**config.mk**
```make
export PLATFORM = sky130hd
export DESIGN_NAME = encoder83_seq
export DESIGN_NICKNAME = d
export VERILOG_FILES = /design/src/rtl/encoder83_seq_pkg.sv /design/src/rtl/encoder83_seq_prio.sv /design/src/rtl/encoder83_seq.sv
export SDC_FILE = /design/constraint.sdc
export NUM_CORES = 1
export LEC_CHECK = 0
export CAP_MARGIN = 20
export CORE_AREA = 3 3 44 54
export DETAILED_ROUTE_END_ITERATION = 8
export DIE_AREA = 0 0 47 57
export PLACE_DENSITY = 0.69
export SYNTH_ARGS = -nofsm -noshare
export SYNTH_HDL_FRONTEND = slang
export SYNTH_SLANG_ARGS = --single-unit
```
**constraint.sdc**
```tcl
create_clock -name clk -period 3.6 [get_ports clk]
set_input_delay 0.9 -clock clk [delete_from_list [all_inputs] [get_ports clk]]
set_output_delay 0.9 -clock clk [all_outputs]
set_load 0.01 [all_outputs]
```
**src/rtl/encoder83_seq_pkg.sv**
```systemverilog
// Shared types and constants for the sequential 8-to-3 encoder.
package encoder83_seq_pkg;

    localparam int REQ_W = 8;
    localparam int IDX_W = 3;

    typedef enum logic [0:0] {
        IDLE  = 1'b0,
        SERVE = 1'b1
    } state_e;

    function automatic logic [3:0] popcount8(input logic [REQ_W-1:0] v);
        logic [3:0] n;
        n = 4'd0;
        for (int i = 0; i < REQ_W; i++) begin
            n = n + {3'd0, v[i]};
        end
        return n;
    endfunction

endpackage

```
**src/rtl/encoder83_seq_prio.sv**
```systemverilog
// prio_enc8: combinational highest-set-bit encode of an 8-bit vector, plus an "any bit set" flag.
module prio_enc8
    import encoder83_seq_pkg::*;
(
    input  logic [REQ_W-1:0] req,
    output logic [IDX_W-1:0] idx,
    output logic             any
);

    always_comb begin
        idx = '0;
        any = 1'b0;
        // Ascending scan: the last set bit seen is the highest, so bit 7 wins.
        for (int i = 0; i < REQ_W; i++) begin
            if (req[i]) begin
                idx = IDX_W'(i);
                any = 1'b1;
            end
        end
    end

endmodule

```
**src/rtl/encoder83_seq.sv**
```systemverilog
// Captures a request vector and presents its set bits highest-first, one per rdy handshake.
// Optional ENCODER83_COUNT_EN adds cnt, the number of bits still to be served.
module encoder83_seq
    import encoder83_seq_pkg::*;
(
    input  logic             clk,
    input  logic             rst,
    input  logic [REQ_W-1:0] I,
    input  logic             load,
    input  logic             rdy,
    output logic [IDX_W-1:0] O,
    output logic             V,
    output logic             busy,
    output logic             done
`ifdef ENCODER83_COUNT_EN
    ,
    output logic [3:0]       cnt
`endif
);

    state_e           state_q, state_d;
    logic [REQ_W-1:0] pend_q, pend_d;
    logic [IDX_W-1:0] o_q, o_d;
    logic             v_q, v_d;
    logic             done_q, done_d;
    logic [IDX_W-1:0] nxt_idx;
    logic             nxt_any;
`ifdef ENCODER83_COUNT_EN
    logic [3:0]       cnt_q, cnt_d;
`endif

    // Encoding the next pending value lets O be registered with no bubble between bits.
    prio_enc8 u_prio (
        .req (pend_d),
        .idx (nxt_idx),
        .any (nxt_any)
    );

    always_comb begin
        state_d = state_q;
        pend_d  = pend_q;
        done_d  = 1'b0;
`ifdef ENCODER83_COUNT_EN
        cnt_d   = cnt_q;
`endif
        case (state_q)
            IDLE: begin
                if (load) begin
                    if (I != '0) begin
                        pend_d  = I;
                        state_d = SERVE;
`ifdef ENCODER83_COUNT_EN
                        cnt_d   = popcount8(I);
`endif
                    end else begin
                        done_d = 1'b1;
                    end
                end
            end
            SERVE: begin
                if (rdy) begin
                    pend_d = pend_q & ~(REQ_W'(1) << o_q);
`ifdef ENCODER83_COUNT_EN
                    cnt_d  = cnt_q - 4'd1;
`endif
                    if (pend_d == '0) begin
                        state_d = IDLE;
                        done_d  = 1'b1;
                    end
                end
            end
            default: begin
                state_d = IDLE;
                pend_d  = '0;
            end
        endcase
        v_d = (state_d == SERVE) && nxt_any;
        o_d = v_d ? nxt_idx : '0;
    end

    always_ff @(posedge clk or posedge rst) begin
        if (rst) begin
            state_q <= IDLE;
            pend_q  <= '0;
            o_q     <= '0;
            v_q     <= 1'b0;
            done_q  <= 1'b0;
        end else begin
            state_q <= state_d;
            pend_q  <= pend_d;
            o_q     <= o_d;
            v_q     <= v_d;
            done_q  <= done_d;
        end
    end

`ifdef ENCODER83_COUNT_EN
    always_ff @(posedge clk or posedge rst) begin
        if (rst) begin
            cnt_q <= 4'd0;
        end else begin
            cnt_q <= cnt_d;
        end
    end

    assign cnt = cnt_q;
`endif

    assign O    = o_q;
    assign V    = v_q;
    assign busy = (state_q == SERVE);
    assign done = done_q;

endmodule

```
# Yosys cells after proc, flatten, opt, wreduce, memory -nomap -nowiden

Cells that the tools add are included.

Input port bits: 12
Word-level logic and storage cells: 42
Flip-flop bits (word level): 14

Bitwise logic cells: 3
Reduce and logical (&&, ||, !) cells: 3
Shift operators: 1
Multiplexer cells: 30

Operator list:

| operator            | count |
|---|---|
| $mux 8              | 3 |
| $mux 1              | 17 |
| $pmux 8 s2          | 1 |
| $mux 3              | 5 |
| $and 8x8->8         | 1 |
| $logic_not 8->1     | 1 |
| $not 8->8           | 1 |
| $reduce_bool 8->1   | 1 |
| $shl 1x3->8 const A | 1 |
| $mux 2              | 2 |
| $pmux 1 s2          | 2 |
| $logic_and 1x1->1   | 1 |
| $not 1->1           | 1 |

# Longest topological paths before layout

Gate-level depths: netlist of run 1.

Word-level depth: 15
Mapped depth: 7

# Cells and area by module

From an unflattened synthesis of run 1, not the netlist that was laid out.

Cell total of the unflattened synthesis: 80
Area total of the unflattened synthesis: 773.2 µm²

Modules (own cells, without submodules):

| module        | cells an instance | area an instance (µm²) | sequential area each (µm²) | instances |
|---|---|---|---|---|
| encoder83_seq | 68                | 715.7                  | 350.3                      | 1 |
| prio_enc8     | 12                | 57.6                   | 0.0                        | 1 |

# Worst setup path before layout of run 1

Ideal clock, no wire load.

Path kind: input to register
Start: input port I[2]
End: register o_q[0] (netlist: O[0])
Library setup time: 0.126 ns
Path buffers: 0
Data required time: 3.474 ns
Cell stages on the path: 6
Setup slack: 1.461 ns
Data arrival time: 2.013 ns
Path through: nor4_4 > a21oi_4 > o21ai_1 > and2b_2 > o21ai_0 > a21boi_1

RTL lines:

| item                 | line                     | RTL |
|---|---|---|
| start, declared      | encoder83_seq.sv:8       | `input logic [REQ_W-1:0] I,` |
| $reduce_bool 8->1    | encoder83_seq.sv:49      | `if (I != '0) begin` |
| $mux 8 *             | encoder83_seq.sv:49      |  |
| $mux 8 *             | encoder83_seq.sv:48      | `if (load) begin` |
| $pmux 8 s2 *         | encoder83_seq.sv:46      | `case (state_q)` |
| via pend_d[2]        | encoder83_seq.sv:22      | `logic [REQ_W-1:0] pend_q, pend_d;` |
| $mux 1 (6 in a row)  | encoder83_seq_prio.sv:15 | `if (req[i]) begin` |
| $logic_and 1x1->1    | encoder83_seq.sv:77      | `v_d = (state_d == SERVE) && nxt_any;` |
| $mux 3 *             | encoder83_seq.sv:78      | `o_d = v_d ? nxt_idx : '0;` |
| via o_d[0]           | encoder83_seq.sv:23      | `logic [IDX_W-1:0] o_q, o_d;` |
| end signal, assigned | encoder83_seq.sv:85      | `o_q <= '0;` |
| end signal, assigned | encoder83_seq.sv:91      | `o_q <= o_d;` |
| end, declared        | encoder83_seq.sv:23      |  |

The timed path passes the listed nets; every way through them passes the cells marked *.

# Worst setup path in the final report of run 1

Start: input port I[7]
End: register o_q[0] (netlist: O[0])

RTL lines:

| item                | line |
|---|---|
| $reduce_bool 8->1 * | encoder83_seq.sv:49 |
| $mux 8 *            | encoder83_seq.sv:49 |
| $mux 8 *            | encoder83_seq.sv:48 |
| $pmux 8 s2 *        | encoder83_seq.sv:46 |
| via pend_d[2]       | encoder83_seq.sv:22 |
| $mux 1 (6 in a row) | encoder83_seq_prio.sv:15 |
| $logic_and 1x1->1   | encoder83_seq.sv:77 |
| $mux 3 *            | encoder83_seq.sv:78 |
| via o_d[0]          | encoder83_seq.sv:23 |

Marks and branches as above.

==> flow_summary.html, run 1 <==
<table>
<tr><th>Metric</th><th>Value</th></tr>
<tr><th colspan="2">Run status</th></tr>
<tr><td>Result of the run</td><td>completed</td></tr>
<tr><th colspan="2">Detailed routing</th></tr>
<tr><td>Overall via count from detail_route</td><td>slightly below 700</td></tr>
<tr><td>Routed length on met1</td><td>815 um</td></tr>
<tr><td>Remaining routing DRC violations</td><td>0</td></tr>
<tr><td>Highest layer used for signal routing</td><td>met4</td></tr>
<tr><td>First-iteration detailed-routing DRC count</td><td>10</td></tr>
<tr><td>Final wirelength</td><td>1.92 mm</td></tr>
<tr><td>Total length of routed met3 wires</td><td>113 um</td></tr>
<tr><td>Vias per cell</td><td>5.77</td></tr>
<tr><td>DR WL met2</td><td>903 um</td></tr>
<tr><td>Average detailed-routed wire length per instance</td><td>16.2 um</td></tr>
<tr><td>Number of nets still failing antenna checks after routing</td><td>0</td></tr>
<tr><td>DR pass1 iterations</td><td>4</td></tr>
<tr><th colspan="2">STA</th></tr>
<tr><td>Accumulated negative setup slack</td><td>0 ps</td></tr>
<tr><td>Worst Clk Skew</td><td>7.43 ps</td></tr>
<tr><td>Setup repair after global routing missed its margin</td><td>no</td></tr>
<tr><td>Max-slew headroom at the worst pin</td><td>between 60% and 70%</td></tr>
<tr><td>Final Hold Violating Endpoints</td><td>0</td></tr>
<tr><td>Shortest clock period the worst path allows after layout</td><td>~2500 ps</td></tr>
<tr><td>Endpoints failing setup</td><td>0</td></tr>
<tr><td>WHS</td><td>617 ps</td></tr>
<tr><td>Least-Margin Pin Slew</td><td>517 ps</td></tr>
<tr><td>Fmax</td><td>399 MHz</td></tr>
<tr><td>Portion of the clock cycle consumed by the worst path in the final layout</td><td>between 60% and 70%</td></tr>
<tr><td>Slew Viols, Final</td><td>0</td></tr>
<tr><th colspan="2">CTS</th></tr>
<tr><td>Number of buffers inserted during clock tree synthesis</td><td>3</td></tr>
<tr><td>Clock sinks</td><td>14</td></tr>
<tr><td>Worst-skew pair later-pin latency</td><td>280 ps</td></tr>
<tr><td>Clock tree from TritonCTS</td><td>built</td></tr>
<tr><td>Number of buffers added to fix hold violations after cts</td><td>0</td></tr>
<tr><td>Count of H-tree levels built during CTS</td><td>1</td></tr>
<tr><td>Setup Buffers After CTS</td><td>0</td></tr>
<tr><td>Clock buffer depth</td><td>2</td></tr>
<tr><td>CTS root buffer</td><td>clkbuf_4</td></tr>
<tr><td>CTS resizes</td><td>0</td></tr>
<tr><td>Clock transition at the registers of the reported paths</td><td>about 70 ps</td></tr>
<tr><th colspan="2">Placed design</th></tr>
<tr><td>Area after DPL</td><td>between 1000 and 1500 um2</td></tr>
<tr><td>Final estimated routing congestion in global placement</td><td>around 0.93</td></tr>
<tr><td>Total instance count after detailed placement</td><td>116</td></tr>
<tr><td>Buffers added on ports</td><td>17</td></tr>
<tr><td>Half-perimeter wire length after placement</td><td>1.55 mm</td></tr>
<tr><th colspan="2">Critical path</th></tr>
<tr><td>Highest fanout seen on the critical path</td><td>8</td></tr>
<tr><td>Critical path endpoint category</td><td>register</td></tr>
<tr><td>Crit Path Category</td><td>in2reg</td></tr>
<tr><td>Req. time, crit path</td><td>3760 ps</td></tr>
<tr><td>WP data arrival</td><td>2660 ps</td></tr>
<tr><td>Type of element launching the critical path</td><td>input pin</td></tr>
<tr><th colspan="2">Job</th></tr>
<tr><td>Max Cap Violations</td><td>0</td></tr>
<tr><th colspan="2">Power and ir drop</th></tr>
<tr><td>P_leak</td><td>0.405 nW</td></tr>
<tr><td>Relative contribution of the clock network to total power</td><td>9.4%</td></tr>
<tr><td>Switching power as a share of total power</td><td>43.9%</td></tr>
<tr><td>Power density normalized to cell area</td><td>865 nW/um2</td></tr>
<tr><td>Relative contribution of sequential cells to total power</td><td>35.6%</td></tr>
<tr><td>Comb power frac</td><td>between 50 and 60%</td></tr>
<tr><td>Net switching power</td><td>between 300 and 400 uW</td></tr>
<tr><td>Internal power component</td><td>505 uW</td></tr>
<tr><td>Peak supply drop</td><td>0.000483 V</td></tr>
<tr><th colspan="2">Floorplan</th></tr>
<tr><td>Horiz. Die Dim</td><td>47 um</td></tr>
<tr><td>Number of placed I/O pins</td><td>18</td></tr>
<tr><td>Starting utilization of the core area</td><td>around 45%</td></tr>
<tr><td>Area of the core</td><td>1870 um2</td></tr>
<tr><td>DIE AREA</td><td>2680 um2</td></tr>
<tr><td>Vertical die dimension</td><td>approximately 57 um</td></tr>
<tr><td>Core Rows</td><td>17</td></tr>
<tr><th colspan="2">Synth</th></tr>
<tr><td>Post-synthesis register bit count</td><td>14</td></tr>
<tr><td>Post-synthesis net count</td><td>94</td></tr>
<tr><td>Share of the yosys chip area belonging to registers</td><td>41.9%</td></tr>
<tr><td>Async set-reset flop share out of synthesis</td><td>100%</td></tr>
<tr><td>Cell type contributing the most total cell area after synthesis</td><td>dfrtp_1</td></tr>
<tr><td>Leading register cell type out of synthesis</td><td>dfrtp_1</td></tr>
<tr><td>Fraction of synthesized cell area taken by the top area cell type</td><td>41.9%</td></tr>
<tr><td>Ranking of synthesized cells by area</td><td>dfrtp_1 42%, nor4_4 7.6%, o21ai_2 6.3%, nand2_1 5.4%, o21ai_0 3.0%</td></tr>
<tr><td>Count of flip-flops with a built-in enable after synthesis</td><td>0</td></tr>
<tr><td>Ys Warns</td><td>0</td></tr>
<tr><td>Most frequent cells after synthesis</td><td>14 x dfrtp_1, 12 x nand2_1, 6 x o21ai_2, 5 x o21ai_0, 5 x o21ai_1</td></tr>
<tr><td>Gate Count Post-Synth</td><td>82</td></tr>
<tr><td>Mean area per synthesized cell</td><td>10.2 um2</td></tr>
<tr><td>Post-synth design cell area</td><td>837 um2</td></tr>
<tr><td>Most repeated cell in the gate-level netlist after synthesis</td><td>dfrtp_1</td></tr>
<tr><td>Number of different library cells in the post-synthesis netlist</td><td>33</td></tr>
<tr><th colspan="2">Layout</th></tr>
<tr><td>Share of layout cells above drive strength 1</td><td>between 15 and 20%</td></tr>
<tr><td>Layout filler cell count</td><td>178</td></tr>
<tr><td>Multi-input gate area in the final layout</td><td>459 um2</td></tr>
<tr><td>Synth-to-layout area growth</td><td>24.4%</td></tr>
<tr><td>Layout Cells excl Fill</td><td>119</td></tr>
<tr><td>Cell area after layout</td><td>between 1000 and 1500 um2</td></tr>
<tr><td>Fin nets</td><td>114</td></tr>
<tr><td>Sequential cell area</td><td>350 um2</td></tr>
<tr><td>Ant. Diodes</td><td>0</td></tr>
<tr><th colspan="2">Global route</th></tr>
<tr><td>Largest net degree at the start of global routing</td><td>15</td></tr>
<tr><td>Global-route wire length before repair</td><td>3.26 mm</td></tr>
<tr><td>Number of global-route vias before repair</td><td>740</td></tr>
<tr><td>Gr usage total</td><td>approximately 17%</td></tr>
<tr><td>Number of antenna violations at the first check in global routing</td><td>0</td></tr>
<tr><td>Leftover overflow at the end of global routing</td><td>0</td></tr>
<tr><th colspan="2">Worst hold path</th></tr>
<tr><td>Class of the tightest hold or removal check</td><td>reg2reg</td></tr>
</table>
==> per-layer routing <==
layer  vias up  track usage, %
met5         -               0
met4         0            10.7
met3         9            3.15
met2        29            25.8
met1       314            21.5
li1        335               -
==> area by class of cell <==
class	instances	share of cell area [%]
Clock buffer	3	2.16
Inverter	4	1.44
Multi-Input combinational cell	62	44.1
Sequential cell	14	33.7
Tap cell	19	2.28
Timing Repair Buffer	17	16.3
==> cells in the final DEF, fill, tap and decap left out <==
cell             Yosys  final
clkdlybuf4s50_1      0     17
dfrtp_1             14     14
nand2_1             12     12
o21ai_2              6      6
o21ai_1              5      5
o21ai_0              5      5
inv_1                4      4
nor2_1               4      4
nor4_4               3      3
clkbuf_4             0      3
nand3_1              2      2
mux2_1               2      2
o32ai_1              2      2
a21oi_1              2      2
nand2b_1             1      1
nand2b_4             1      1
a21oi_4              1      1
nor2b_1              1      1
o31ai_2              1      1
o31ai_1              1      1
nand3b_1             1      1
or3b_1               1      1
mux2i_1              1      1
a31oi_1              1      1
nand4_1              1      1
a21o_1               1      1
nor2_2               1      1
a31oi_4              1      1
nor3_1               1      1
o31a_1               1      1
and2b_2              1      1
a21boi_1             1      1
o22ai_1              1      1
==> power groups by stage <==
stage	Clock, mW	Combinational (mW)	Sequential, mW
after global routing	0.0981	0.551	0.329
after global placement	0	0.495	0.317
after floorplan	0	0.364	0.298
final	0.0847	0.495	0.320
after CTS	0.0891	0.502	0.316
after detailed placement	0	0.501	0.318
==> state kept, by name, indices dropped and copies added, names as in the netlist <==
signal and cells:
done 1, busy 1, pend_q 8, V 1, O 3
==> worst paths after layout <==
kind                       startpoint        end  slack, ps  cells past startpoint
min in group asynchronous         rst       done        940                      2
max reg2reg                      O[1]       O[0]       1670                      6
min reg2reg                 pend_q[0]  pend_q[0]        620                      2
max                              I[7]       O[0]       1100                      7
min                         pend_q[0]  pend_q[0]        620                      2
max in group asynchronous         rst  pend_q[3]       2300                      2
==> metrics by stage <==
| step | setup slack [ps] | util [%] | total power, mW |
|---|---|---|---|
| floorplan | 1460 | - | 0.662 |
| global placement | 826 | 54.4 | 0.812 |
| detailed placement | 820 | 54.4 | 0.819 |
| CTS | 1110 | 55.6 | 0.907 |
| global route | 996 | 55.6 | 0.978 |
| finish | 1100 | 55.6 | 0.900 |
==> cells by family (layout without fill, tap and decap cells) <==
group / after synthesis / count (layout) / share of synthesized area [%]
AO/OA/AOI/OAI: 29 / 29 / 26.8
buffers and inverters: 6 / 24 / 3.29
flip-flops: 14 / 14 / 41.9
multiplexers: 3 / 3 / 3.89
AND/OR/NAND/NOR: 30 / 30 / 24.2
==> worst max-delay path: stages <==
cell and delay, ps:
clkdlybuf4s50_1 460, nor4_4 370, a21oi_4 150, o21ai_1 290, and2b_2 250, o21ai_0 160
a21boi_1 80
Note: power is estimated with default switching activity, not from simulation.
==> run 2, diff against run 1 <==
Settings changed: PLACE_DENSITY 0.69 to 0.71.
Clock period 3.6 ns to 2.16 ns, I/O delays scaled along.
==> run 2 against run 1 <==
Utilization is 9.4 points higher. Die area stayed put. Combinational power is 120% higher. Critical endpoint unchanged. Worst setup slack worse by 1000 ps. Global-route usage is 0.31 points higher. First-iteration DRC count is 30% lower. Worst hold slack worse by 27 ps. Non-clock buffer count is 15 higher. Design area is 17% higher.
==> flow_summary.html, run 2 (synthesis results as in run 1) <==
<table>
<tr><th>Metric</th><th>Value</th></tr>
<tr><th colspan="2">Run status</th></tr>
<tr><td>Result of the run</td><td>completed</td></tr>
<tr><th colspan="2">Global route</th></tr>
<tr><td>Number of antenna violations at the first check in global routing</td><td>0 (unchanged)</td></tr>
<tr><td>Number of global-route vias before repair</td><td>746 (+0.81%)</td></tr>
<tr><td>Leftover overflow at the end of global routing</td><td>0 (unchanged)</td></tr>
<tr><td>Largest net degree at the start of global routing</td><td>15 (unchanged)</td></tr>
<tr><td>Gr usage total</td><td>17.3% (+0.31 points)</td></tr>
<tr><td>Global-route wire length before repair</td><td>3.33 mm (+2.1%)</td></tr>
<tr><th colspan="2">Detailed routing</th></tr>
<tr><td>Remaining routing DRC violations</td><td>0 (unchanged)</td></tr>
<tr><td>Number of nets still failing antenna checks after routing</td><td>0 (unchanged)</td></tr>
<tr><td>DR pass1 iterations</td><td>4 (unchanged)</td></tr>
<tr><td>Vias per cell</td><td>5.72 (-0.98%)</td></tr>
<tr><td>Average detailed-routed wire length per instance</td><td>16.1 um (-0.61%)</td></tr>
<tr><td>First-iteration detailed-routing DRC count</td><td>7 (-3)</td></tr>
<tr><td>Overall via count from detail_route</td><td>766 (+11%)</td></tr>
<tr><td>Final wirelength</td><td>2.15 mm (+12%)</td></tr>
<tr><th colspan="2">CTS</th></tr>
<tr><td>Number of buffers added to fix hold violations after cts</td><td>0 (unchanged)</td></tr>
<tr><td>CTS root buffer</td><td>clkbuf_4</td></tr>
<tr><td>Worst-skew pair later-pin latency</td><td>280 ps (about the same)</td></tr>
<tr><td>Number of buffers inserted during clock tree synthesis</td><td>3 (unchanged)</td></tr>
<tr><td>Clock tree from TritonCTS</td><td>built</td></tr>
<tr><td>Clock buffer depth</td><td>2 (unchanged)</td></tr>
<tr><td>Clock sinks</td><td>14 (unchanged)</td></tr>
<tr><td>Clock transition at the registers of the reported paths</td><td>80 ps (about the same)</td></tr>
<tr><td>Count of H-tree levels built during CTS</td><td>1 (unchanged)</td></tr>
<tr><th colspan="2">Job</th></tr>
<tr><td>Max Cap Violations</td><td>0 (unchanged)</td></tr>
<tr><th colspan="2">Placed design</th></tr>
<tr><td>Minimum setup slack after placement</td><td>-235 ps (-1050 ps)</td></tr>
<tr><td>Total instance count after detailed placement</td><td>130 (+12%)</td></tr>
<tr><td>Area after DPL</td><td>1120 um2 (+10%)</td></tr>
<tr><td>Half-perimeter wire length after placement</td><td>1.63 mm (+5.3%)</td></tr>
<tr><td>Final estimated routing congestion in global placement</td><td>0.906 (-2.6%)</td></tr>
<tr><td>Buffers added on ports</td><td>17 (unchanged)</td></tr>
<tr><th colspan="2">Critical path</th></tr>
<tr><td>Startpoint of the most critical register-to-register path</td><td>busy</td></tr>
<tr><td>Critical path endpoint category</td><td>register</td></tr>
<tr><td>R2R Path End</td><td>O[0]</td></tr>
<tr><td>Crit Path Category</td><td>in2reg</td></tr>
<tr><td>Highest fanout seen on the critical path</td><td>8 (unchanged)</td></tr>
<tr><td>WP data arrival</td><td>2250 ps (-410 ps)</td></tr>
<tr><td>Req. time, crit path</td><td>2330 ps (-1430 ps)</td></tr>
<tr><td>R2R cell count</td><td>6 (unchanged)</td></tr>
<tr><td>Type of element launching the critical path</td><td>input pin</td></tr>
<tr><td>Minimum setup slack among reg-to-reg paths</td><td>240 ps (-1430 ps)</td></tr>
<tr><th colspan="2">STA</th></tr>
<tr><td>Accumulated negative setup slack</td><td>0 ps (unchanged)</td></tr>
<tr><td>Endpoints failing setup</td><td>0 (unchanged)</td></tr>
<tr><td>Final Hold Violating Endpoints</td><td>0 (unchanged)</td></tr>
<tr><td>Worst Clk Skew</td><td>3.41 ps (-4.03 ps)</td></tr>
<tr><td>Fmax</td><td>480 MHz</td></tr>
<tr><td>Max-slew headroom at the worst pin</td><td>65.1% (-0.38 points)</td></tr>
<tr><td>Slew Viols, Final</td><td>0 (unchanged)</td></tr>
<tr><td>Shortest clock period the worst path allows after layout</td><td>2080 ps</td></tr>
<tr><td>WHS</td><td>590 ps (-26.7 ps)</td></tr>
<tr><td>Worst Slack Setup Final</td><td>76.1 ps (-1020 ps)</td></tr>
<tr><td>Portion of the clock cycle consumed by the worst path in the final layout</td><td>96.5%</td></tr>
<tr><td>Least-Margin Pin Slew</td><td>523 ps (+5.62 ps)</td></tr>
<tr><th colspan="2">Floorplan</th></tr>
<tr><td>Horiz. Die Dim</td><td>47 um (unchanged)</td></tr>
<tr><td>Core Rows</td><td>17 (unchanged)</td></tr>
<tr><td>Area of the core</td><td>1870 um2 (unchanged)</td></tr>
<tr><td>Starting utilization of the core area</td><td>44.7% (unchanged)</td></tr>
<tr><td>Number of placed I/O pins</td><td>18 (unchanged)</td></tr>
<tr><td>DIE AREA</td><td>2680 um2 (unchanged)</td></tr>
<tr><td>Vertical die dimension</td><td>57 um (unchanged)</td></tr>
<tr><th colspan="2">Layout</th></tr>
<tr><td>Register ranked first by flip-flop count</td><td>pend_q</td></tr>
<tr><td>Leading cell types in the layout, fill and taps excluded</td><td>15 x buf_4, 14 x dfrtp_1, 12 x nand2_1</td></tr>
<tr><td>Share of layout cells above drive strength 1</td><td>31.3% (+13 points)</td></tr>
<tr><td>Ant. Diodes</td><td>0 (unchanged)</td></tr>
<tr><td>Synth-to-layout area growth</td><td>45.3%</td></tr>
<tr><td>Fin nets</td><td>129 (+13%)</td></tr>
<tr><td>Layout Cells excl Fill</td><td>134 (+13%)</td></tr>
<tr><td>Multi-input gate area in the final layout</td><td>502 um2 (+9.3%)</td></tr>
<tr><td>Sequential cell area</td><td>350 um2 (unchanged)</td></tr>
<tr><td>Cell area after layout</td><td>1220 um2 (+17%)</td></tr>
<tr><td>Layout filler cell count</td><td>163 (-8.4%)</td></tr>
<tr><td>Flip-flop count of the largest register, all copies and words added</td><td>8 (unchanged)</td></tr>
<tr><td>Leading cell type in the layout, fill and taps excluded</td><td>buf_4</td></tr>
<tr><th colspan="2">Power and ir drop</th></tr>
<tr><td>Power density normalized to cell area</td><td>1450 nW/um2 (+68%)</td></tr>
<tr><td>Peak supply drop</td><td>0.000813 V (+68%)</td></tr>
<tr><td>P_leak</td><td>0.561 nW (+38%)</td></tr>
<tr><th colspan="2">Worst hold path</th></tr>
<tr><td>Class of the tightest hold or removal check</td><td>in2async</td></tr>
</table>
[run 2: cell count changes in the layout (fill, tap and decap cells not counted)]
| cell | delta |
|---|---|
| buf_4 | +15 |
| clkdlybuf4s50_1 | -8 |
| dlymetal6s2s_1 | +8 |
| o21ai_0 | -1 |
| o21ai_1 | -1 |
| o21ai_2 | -2 |
| o21ai_4 | +4 |
| o31ai_1 | -1 |
| o31ai_2 | +1 |
[run 2: what timing repair did]
action                                  CTS  global route
setup buffers                             0             1
endpoints found under the setup margin    0             2
resized for setup                         0            16
[run 2: layout make-up]
class	instances	share of cell area (%)
Clock buffer	3	1.85
Inverter	4	1.23
Tap cell	19	1.95
Timing Repair Buffer	32	24.9
Sequential cell	14	28.8
Multi-Input combinational cell	62	41.3
[run 2: worst max-delay path by stage]
stage                     start   end  slack (ps)  depth (start not counted)
after floorplan            I[2]  O[0]         380                          6
after detailed placement   I[7]  O[0]        -230                          7
after global routing       I[5]  O[0]         -10                          7
after global placement     I[3]  O[0]        -220                          7
after CTS                  I[7]  O[0]          60                          7
final                      I[5]  O[0]          80                          7
[run 2: report_power, final]
group / internal [mW] / switching [mW] / leakage [nW]
sequential: 0.386 / 0.132 / 0.173
clock: 0.0648 / 0.0796 / 0.0138
combinational: 0.560 / 0.541 / 0.374
[run 2: critical path, cell delays in order]
cell,delay [ps]
clkdlybuf4s50_1,520
nor4_4,60
a21oi_4,370
o21ai_4,110
nor4_4,370
a31oi_4,130
a21boi_1,140
[run 2: per-stage QoR]
step,total power [mW],utilization [%]
6_report,1.76,65.0
5_1_grt,1.90,65.0
4_1_cts,1.69,61.2
3_5_place_dp,1.54,60.0
3_3_place_gp,1.51,60.0
2_1_floorplan,1.10,-
[run 2: layer usage]
metal,vias up,track usage [%],share of wire (%)
met2,19,27.6,53
met5,-,0,0
met1,378,22.1,40
met3,4,1.89,4.9
met4,0,9.49,1.9
li1,365,-,-
==> edit (config.mk and constraints of run 2) <==
`REQ_W`: 8 -> 7.
--- a/src/rtl/encoder83_seq_pkg.sv
+++ b/src/rtl/encoder83_seq_pkg.sv
@@ -1,7 +1,7 @@
 // Shared types and constants for the sequential 8-to-3 encoder.
 package encoder83_seq_pkg;
 
-    localparam int REQ_W = 8;
+    localparam int REQ_W = 7;
     localparam int IDX_W = 3;
 
     typedef enum logic [0:0] {
Ports: changed (resized I); port bits go from 18 to 17. The function was not compared with the original's and may differ.
==> edit against run 2 <==
- setup slack gained 0.050 ns
- critical path type unchanged
- final area fell by 20%
- core utilization shrank 13 points
- sequential share of layout area rose by 4.4 points
- synthesized area decreased by 11%
- sequential cell count decreased by 1
- die area unchanged
- critical endpoint unchanged
- worst hold slack worse by 0.012 ns
- routed wire length decreased by 13%
- power is 27% lower
- critical path depth did not move
==> edit: results (changes against run 2) <==
P_comb: 0.675 mW (was 1.10 mW)
Signal buffers share of area: 0.194 (was 0.249)
Nets: 112 (was 129)
Cell variety after synth: 27 (was 33)
Fmax: 492 MHz (was 480 MHz)
Final Skew: 0.0107 ns (was 0.00341 ns)
Metal2 WL: 1.02 mm (was 1.14 mm)
DP Wirelength: 1.44 mm (was 1.63 mm)
Met2 Use GR: 0.268 (was 0.276)
Buffers, non-clock: 20 (was 32)
First-pass GRT wire length: 3.08 mm (was 3.33 mm)
CTS sink count: 13 (was 14)
RePlAce Congestion: 0.797 (was 0.906)
Layout cell share with drive strength beyond 1: 0.150 (was 0.313)
Gr usage total: 0.160 (was 0.173)
Worst VDD drop: 0.786 mV (was 0.813 mV)
Placed instance area: 952 um^2 (was 0.00112 mm^2)
Compound-Gate Fraction of Synth Area: 0.256 (was 0.268)
Drt wl/cell: 15.8 um (was 16.1 um)
Met3 WL: 60 um (was 105 um)
Detailed Route Iter0 Violations: 25 (was 7)
Max reg flops: 7 (was 8)
XOR/XNOR Fraction of Synth Area: 0 (unchanged)
Slowest cell on the critical path: clkdlybuf4s50_1 (unchanged)
Syn_nets: 88 (was 94)
M1 wire length: 781 um (was 860 um)
Reg-to-reg endpoint: V (was O[0])
Drt first pass iters: 4 (unchanged)
Status: complete, no violations (unchanged)
Met3 usage: 0.0284 (was 0.0189)
M1 GR Usage: 0.193 (was 0.221)
Vias after detailed routing: 670 (was 766)
Synth top cells by count: 13 x dfrtp_1, 11 x nand2_1, 8 x inv_1, 8 x o21ai_0, 4 x a21oi_1 (was 14 x dfrtp_1, 12 x nand2_1, 6 x o21ai_2)
Reg2reg setup slack: 0.36 ns (was 0.24 ns)
Headroom to the max-slew limit: 0.669 (was 0.651)
CTS max path bufs: 2 (unchanged)
Register area: 325 um^2 (was 350 um^2)
Inverter count: 8 (was 4)
Leak pwr: 0.400 nW (was 0.561 nW)
Inserted Clock Buffers: 3 (unchanged)
CP startpoint: rdy (was I[5])
Clock buf count: 4 (was 3)
Post-synthesis async set-or-reset flop share: 1.00 (unchanged)
Final clock-cell share: 0.0269 (was 0.0185)
Vias in the first global route: 706 (was 746)
Synth area leaders: dfrtp_1 44%, nand2_1 5.6%, o21ai_0 5.4% (was dfrtp_1 42%, nor4_4 7.6%, o21ai_2 6.3%)
Multi-input gate count: 55 (was 62)
Power Internal: 0.774 mW (was 1.01 mW)
CP Max Fanout: 5 (was 8)
Dpl ws: -0.109 ns (was -0.235 ns)
Mux cell area share after synthesis: 0.0455 (was 0.0389)
Register area share after synthesis: 0.438 (was 0.419)
P_clk: 0.151 mW (was 0.144 mW)
Port bufs: 16 (was 17)
==> edit: cell count changes in the layout (fill, tap and decap cells not counted), moves of 4 or more <==
cell             change
buf_4               -11
o21ai_2              -4
o21ai_0              +4
clkdlybuf4s50_1      +7
o21ai_4              -4
inv_1                +4
dlymetal6s2s_1       -8
==> edit: through the flow <==
step	total power [mW]	util	hold slack [ns]	std cells	TNS [ns]
detailed placement	1.14	0.509	0.637	115	-0.294
CTS	1.30	0.523	0.597	119	0
global placement	1.13	0.509	0.648	115	-0.104
floorplan	0.862	-	0.417	77	0
global route	1.39	0.523	0.645	119	0
finish	1.29	0.523	0.578	119	0
==> edit: worst min path at each step <==
stage                     cells after the start  startpoint  slack, ns        end
final                                         2         rst       0.58       O[2]
after global routing                          2         rst       0.65  pend_q[6]
after CTS                                     2         rst       0.60  pend_q[6]
after detailed placement                      2   pend_q[0]       0.64  pend_q[0]
after global placement                        2   pend_q[6]       0.65  pend_q[6]
after floorplan                               1         rst       0.42       O[0]
